## src/rtl/mips_pkg.sv

```systemverilog
// Shared MIPS pipeline definitions: default datapath widths, the hardwired-zero
// register index and common word/index types.
package mips_pkg;

    localparam int unsigned DEF_DATA_WIDTH = 32;
    localparam int unsigned DEF_ADDR_WIDTH = 5;
    localparam int unsigned REG_ZERO       = 0;

    typedef logic [DEF_ADDR_WIDTH-1:0] regIndex_t;
    typedef logic [DEF_DATA_WIDTH-1:0] word_t;

endpackage

```

## src/rtl/Mux2To1.sv

```systemverilog
// Generic two-input word multiplexer: select=0 passes input0, select=1 passes input1.
module Mux2To1 #(
    parameter int unsigned WIDTH = 32
) (
    input  logic             select,
    input  logic [WIDTH-1:0] input0,
    input  logic [WIDTH-1:0] input1,
    output logic [WIDTH-1:0] out
);

    always_comb begin
        out = select ? input1 : input0;
    end

endmodule

```

## src/rtl/register_file_decode_read_port.sv

```systemverilog
// One asynchronous register-file read port: forces index 0 to zero and, when
// REGFILE_WRITE_BYPASS_EN is defined, forwards same-cycle write-back data.
module register_file_read_port
    import mips_pkg::*;
#(
    parameter int unsigned DATA_WIDTH = DEF_DATA_WIDTH,
    parameter int unsigned ADDR_WIDTH = DEF_ADDR_WIDTH
) (
    input  logic [ADDR_WIDTH-1:0] rd_addr,
    input  logic [DATA_WIDTH-1:0] rd_row,
`ifdef REGFILE_WRITE_BYPASS_EN
    input  logic [DATA_WIDTH-1:0] wb_data,
    input  logic [ADDR_WIDTH-1:0] wb_addr,
    input  logic                  wb_commit,
`endif
    output logic [DATA_WIDTH-1:0] rd_data
);

    logic [DATA_WIDTH-1:0] selected;
    logic                  is_zero;

    assign is_zero = (rd_addr == ADDR_WIDTH'(REG_ZERO));

`ifdef REGFILE_WRITE_BYPASS_EN
    logic hit;

    // wb_commit already excludes index 0 and reset, so a hit is a true collision
    assign hit = wb_commit && (wb_addr == rd_addr);

    Mux2To1 #(
        .WIDTH(DATA_WIDTH)
    ) u_bypass_mux (
        .select(hit),
        .input0(rd_row),
        .input1(wb_data),
        .out   (selected)
    );
`else
    assign selected = rd_row;
`endif

    always_comb begin
        rd_data = is_zero ? '0 : selected;
    end

endmodule

```

## src/rtl/register_file_decode.sv

```systemverilog
// Decode-stage register file: write-back commit port, two async read ports and a
// saturating commit counter. Define REGFILE_WRITE_BYPASS_EN for write-through reads.
module register_file_decode
    import mips_pkg::*;
#(
    parameter int unsigned DATA_WIDTH = DEF_DATA_WIDTH,
    parameter int unsigned ADDR_WIDTH = DEF_ADDR_WIDTH
) (
    input  logic                  clk,
    input  logic                  rst_n,
    input  logic [DATA_WIDTH-1:0] dataToWriteRegisterFile_WriteBack,
    input  logic [ADDR_WIDTH-1:0] addressWriteRegisterFile_WriteBack,
    input  logic                  enableWriteRegisterFile_WriteBack,
    input  logic [ADDR_WIDTH-1:0] addressReadRs_Decode,
    input  logic [ADDR_WIDTH-1:0] addressReadRt_Decode,
    output logic [DATA_WIDTH-1:0] dataReadRs_Decode,
    output logic [DATA_WIDTH-1:0] dataReadRt_Decode,
    output logic [31:0]           writeCount_Decode
);

    localparam int unsigned DEPTH = 2 ** ADDR_WIDTH;

    logic [DATA_WIDTH-1:0] regs_q [DEPTH];
    logic [DATA_WIDTH-1:0] regs_d [DEPTH];
    logic [31:0]           write_count_q;
    logic [31:0]           write_count_d;
    logic                  wb_commit;

    assign wb_commit = enableWriteRegisterFile_WriteBack
                    && (addressWriteRegisterFile_WriteBack != ADDR_WIDTH'(REG_ZERO));

    always_comb begin
        regs_d = regs_q;
        if (wb_commit) begin
            regs_d[addressWriteRegisterFile_WriteBack] = dataToWriteRegisterFile_WriteBack;
        end
        write_count_d = write_count_q;
        if (wb_commit && (write_count_q != '1)) begin
            write_count_d = write_count_q + 32'd1;
        end
    end

    always_ff @(posedge clk or negedge rst_n) begin
        if (!rst_n) begin
            regs_q        <= '{default: '0};
            write_count_q <= '0;
        end else begin
            regs_q        <= regs_d;
            write_count_q <= write_count_d;
        end
    end

    assign writeCount_Decode = write_count_q;

`ifdef REGFILE_WRITE_BYPASS_EN
    logic bypass_commit;

    // Gating with rst_n keeps reads at zero while reset is held
    assign bypass_commit = wb_commit && rst_n;
`endif

    register_file_read_port #(
        .DATA_WIDTH(DATA_WIDTH),
        .ADDR_WIDTH(ADDR_WIDTH)
    ) u_rs_port (
        .rd_addr  (addressReadRs_Decode),
        .rd_row   (regs_q[addressReadRs_Decode]),
`ifdef REGFILE_WRITE_BYPASS_EN
        .wb_data  (dataToWriteRegisterFile_WriteBack),
        .wb_addr  (addressWriteRegisterFile_WriteBack),
        .wb_commit(bypass_commit),
`endif
        .rd_data  (dataReadRs_Decode)
    );

    register_file_read_port #(
        .DATA_WIDTH(DATA_WIDTH),
        .ADDR_WIDTH(ADDR_WIDTH)
    ) u_rt_port (
        .rd_addr  (addressReadRt_Decode),
        .rd_row   (regs_q[addressReadRt_Decode]),
`ifdef REGFILE_WRITE_BYPASS_EN
        .wb_data  (dataToWriteRegisterFile_WriteBack),
        .wb_addr  (addressWriteRegisterFile_WriteBack),
        .wb_commit(bypass_commit),
`endif
        .rd_data  (dataReadRt_Decode)
    );

    wb_known_a: assert property (@(posedge clk) disable iff (!rst_n)
        !$isunknown(enableWriteRegisterFile_WriteBack)
        && (!enableWriteRegisterFile_WriteBack || !$isunknown(addressWriteRegisterFile_WriteBack)));

endmodule

```

## config.mk

```make
export PLATFORM = sky130hd
export DESIGN_NAME = register_file_decode
export DESIGN_NICKNAME = d
export VERILOG_FILES = /design/src/rtl/mips_pkg.sv /design/src/rtl/Mux2To1.sv /design/src/rtl/register_file_decode_read_port.sv /design/src/rtl/register_file_decode.sv
export SDC_FILE = /design/constraint.sdc
export NUM_CORES = 2
export LEC_CHECK = 0
export BUFFER_PORTS_ARGS = -buffer_cell sky130_fd_sc_hd__buf_2
export CELL_PAD_IN_SITES_DETAIL_PLACEMENT = 1
export CELL_PAD_IN_SITES_GLOBAL_PLACEMENT = 1
export CORE_ASPECT_RATIO = 0.9
export CORE_MARGIN = 2
export CORE_UTILIZATION = 48
export CTS_BUF_LIST = sky130_fd_sc_hd__clkbuf_16
export CTS_CLUSTER_DIAMETER = 120
export CTS_CLUSTER_SIZE = 16
export DETAILED_ROUTE_END_ITERATION = 10
export GPL_TIMING_DRIVEN = 0
export PLACE_DENSITY = 0.77
export SYNTH_ARGS = -nofsm -noshare
export SYNTH_HDL_FRONTEND = slang
export SYNTH_SLANG_ARGS = --single-unit
export TNS_END_PERCENT = 1
```

## constraint.sdc

```tcl
create_clock -name clk -period 2.17 [get_ports clk]
set_input_delay 0.3255 -clock clk [delete_from_list [all_inputs] [get_ports clk]]
set_output_delay 0.3255 -clock clk [all_outputs]
set_load 0.02 [all_outputs]
```

==> results.sh <==
export IMPL_area_growth_pct=10.72
export IMPL_setup_ws_ns=-0.8336
export IMPL_p_sw_w=0.01588
export IMPL_share_comb_of_total_power_pct=24.5
export IMPL_place_worst_setup_slack_ns=-2.185
export IMPL_seq_area_mm2=0.02603
export IMPL_synth_avg_cell_area_um2=13.89
export IMPL_crit_arrival_ns=2.68
export IMPL_num_vias=38910
export IMPL_required_ns=1.84
export IMPL_numCtsBuffers=74
export IMPL_ys_top_cells_by_area="dfrtp_1 47%, mux2_2 20%, mux4_2 15%"
export IMPL_grt_pass1_wl_um=292800
export IMPL_hp_class="primary input to asynchronous set/reset pin"
export IMPL_power_total_w=0.05220
export IMPL_yosys_area_top_type="dfrtp_1"
export IMPL_fin_crit_sh_pct=138.4
export IMPL_worst_setup_path_end_kind="primary output"
export IMPL_cts_setup_buffers=0
export IMPL_syn_num_nets=4058
export IMPL_path_max_fanout=3
export IMPL_finalMaxSlewViolations=0
export IMPL_multiInputGateArea_mm2=0.02836
export IMPL_ant_nets=0
export IMPL_grt_overflow_total=0
export IMPL_nNetsFinal=4278
export IMPL_grt_max_degree=162
export IMPL_power_leakage_nw=27.23
export IMPL_drt_iter0_drc=4037
export IMPL_violations="negative hold slack, negative setup slack"
export IMPL_syn_area_mm2=0.05567
export IMPL_antenna_found_initial=8
export IMPL_die_h_um=327.1
export IMPL_rrSetupSlack_ns=-0.30
export IMPL_status="finished, violations left"
export IMPL_io_buffers=132
export IMPL_fp_coreArea_mm2=0.1150
export IMPL_routed_via_density=6.790
export IMPL_clk_path_buf_depth=3
export IMPL_dieArea_mm2=0.1187
export IMPL_critPathTopFamily="simple AND/OR/NAND/NOR gates"
export IMPL_io_pins=146
export IMPL_rows=118
export IMPL_ir_drop_uv=668.4
export IMPL_tritoncts="done"
export IMPL_nFillCells=11150
export IMPL_grt_pass1_vias=41260
export IMPL_maxCapViolations=0
export IMPL_slew_headroom_pct=19.49
export IMPL_min_period_ns=3.004
export IMPL_start_util_pct=48.41
export IMPL_clkSlewWorstSetupHoldPaths_ns=0.07
export IMPL_drcViolationCount=0
export IMPL_dr_wl_met2_um=91190
export IMPL_critPathKind="register to primary output"
export IMPL_route_top_layer_used="met5"
export IMPL_setup_tns_ns=-47.25
export IMPL_clock_power_share_pct=25.7
export IMPL_wl_per_cell_um=35.55
export IMPL_cp_buffers_inverters=1
export IMPL_internal_power_w=0.03632
export IMPL_ys_ff_latch=1040
export IMPL_dr_pass1_iters=5
export IMPL_synth_cell_types=50
export IMPL_ys_warnings_count=0
export IMPL_syn_inst=4007
export IMPL_wl_met3_um=17410
export IMPL_rsz0062_at_grt="yes"
export IMPL_critical_path_startpoint_type="register"
export IMPL_wl_um=203800
export IMPL_routedLengthMet1_um=81580
export IMPL_die_x_um=363.0
export IMPL_clk_latency_ns=0.67
export IMPL_p_seq_share_pct=49.8
export IMPL_hold_buffers=4
export IMPL_cts_htree_levels=3
export IMPL_grt_total_usage_pct=34.47
export IMPL_yosysTopAreaCellShare_pct=46.74
export IMPL_cts_num_sinks=1040
export IMPL_path_cells="mux4_2 -> nand2b_1 -> nand4_1 -> o211ai_1 -> and3_1 -> buf_2"
export IMPL_place_congestion=0.9096
export IMPL_hold_slack_ns=-0.3191
export IMPL_worst_pin_slew_ns=1.208
export IMPL_switching_share_pct=30.42
export IMPL_final_util_pct=53.60
export IMPL_cts_root_buf="clkbuf_16"
export IMPL_power_density_mw_per_mm2=846.7
export IMPL_place_hpwl_um=146800
export IMPL_drive_above_1_share_pct=46.29
export IMPL_critPathMaxStageDelay_ns=0.47
export IMPL_finClkSkew_ns=0.01940
export IMPL_ys_seq_area_share_pct=46.74
export IMPL_slowest_stage="mux4_2"
export IMPL_finalSetupViolations=140
export IMPL_hold_viol=116
export IMPL_max_freq_mhz=332.9
## routing by layer
metal  up-vias  global-route usage [%]
li1      15390                       -
met3       512                   8.053
met2      1912                   51.69
met4         6                   20.21
met5         -                       0
met1     21090                   46.02
## power groups by stage
stage	combinational, W	sequential [W]	clock [W]
floorplan	0.00890	0.0252	0
global placement	0.0118	0.0259	0
detailed placement	0.0123	0.0262	0
CTS	0.0126	0.0258	0.0135
global route	0.0135	0.0264	0.0141
finish	0.0128	0.0260	0.0134
## Yosys cell counts (all sizes together)
cell,count
mux2i,320
or2,3
nand4,79
and2,2
or3,1
nor3,42
o31ai,1
a22o,1
nor4bb,1
a31oi,26
mux4,382
a211oi,20
xnor2,22
buf,203
o211a,21
or4,1
nand2b,67
ha,1
nor2b,7
nand3,16
nand2,273
nor2,72
and3,44
or3b,1
nand3b,4
o22ai,51
dfrtp,1040
and3b,1
clkbuf,211
or4b,1
mux2,1018
a311oi,1
and4,1
a21oi,4
o211ai,44
nor3b,5
nor4,6
o31a,1
xor2,9
inv,4
## cell type report
type	count	share of cell area, %
Multi-Input combinational cell	2549	46.01
Tap cell	1500	3.045
Clock buffer	77	3.126
Buffer	414	3.986
Timing Repair Buffer	144	1.563
Inverter	4	0.02436
Clock inverter	2	0.02842
Antenna cell	1	0.004059
Sequential cell	1040	42.22
## path summary, 6_finish.rpt
path	to	from	cells after the start
max	dataReadRt_Decode[14]	regs_q[14]	6
min	regs_q[22]	rst_n	1
max reg2reg	writeCount_Decode[26]	writeCount_Decode[0]	6
min reg2reg	regs_q[1011]	regs_q[1011]	1
max in group asynchronous	regs_q[904]	rst_n	4
min in group clk	regs_q[3]	dataToWriteRegisterFile_WriteBack[3]	2
## state kept, by name, summed over array words and instances (netlist names)
name	flops
regs_q	1008
writeCount_Decode	32
## logic make-up after synthesis
logic type                 after synthesis  synth area share (%)
muxes                                 1720                 41.80
DFF                                   1040                 46.74
and+or+nand+nor                        627                 5.470
buffers and inverters                  418                 3.220
AOI/OAI and AO/OA                      170                 2.259
xor gates and xnor gates                31                0.4877
adders and majority gates                1               0.02247
## repair_timing
action,4_1_cts,5_1_grt
endpoints found under the hold margin,120,116
pin swaps,10,22
setup endpoints to repair,188,244
gates resized for setup,309,91
## per-stage QoR
stage / std cells / cell area, um^2 / hold WS, ns
floorplan: 4007 / 55780 / 0.02991
global placement: 5639 / 58320 / 0.4361
detailed placement: 5647 / 58540 / 0.4033
CTS: 5730 / 61340 / -0.3118
global route: 5730 / 61640 / -0.2728
finish: 5731 / 61650 / -0.3191
## cell usage in the layout (no fill, tap or decap), types with 8 or more instances in the layout
| master | count |
|---|---|
| nor2_2 | 11 |
| xnor2_1 | 22 |
| nand4_1 | 78 |
| nand3_1 | 16 |
| mux2i_1 | 320 |
| buf_8 | 8 |
| mux4_2 | 382 |
| dfrtp_1 | 1040 |
| mux2_1 | 8 |
| a31oi_1 | 19 |
| buf_2 | 189 |
| o211a_1 | 14 |
| clkbuf_4 | 27 |
| and3_1 | 27 |
| clkbuf_16 | 77 |
| clkbuf_1 | 126 |
| nor2_1 | 59 |
| a211oi_2 | 18 |
| nor3_2 | 14 |
| buf_4 | 48 |
| o211ai_1 | 44 |
| mux2_2 | 1010 |
| clkbuf_2 | 53 |
| xor2_1 | 9 |
| o22ai_1 | 51 |
| buf_6 | 39 |
| nand2b_1 | 61 |
| nand2_1 | 271 |
| buf_1 | 44 |
| nor3_1 | 26 |
| and3_4 | 15 |
Note: power is estimated with default switching activity, not from simulation.
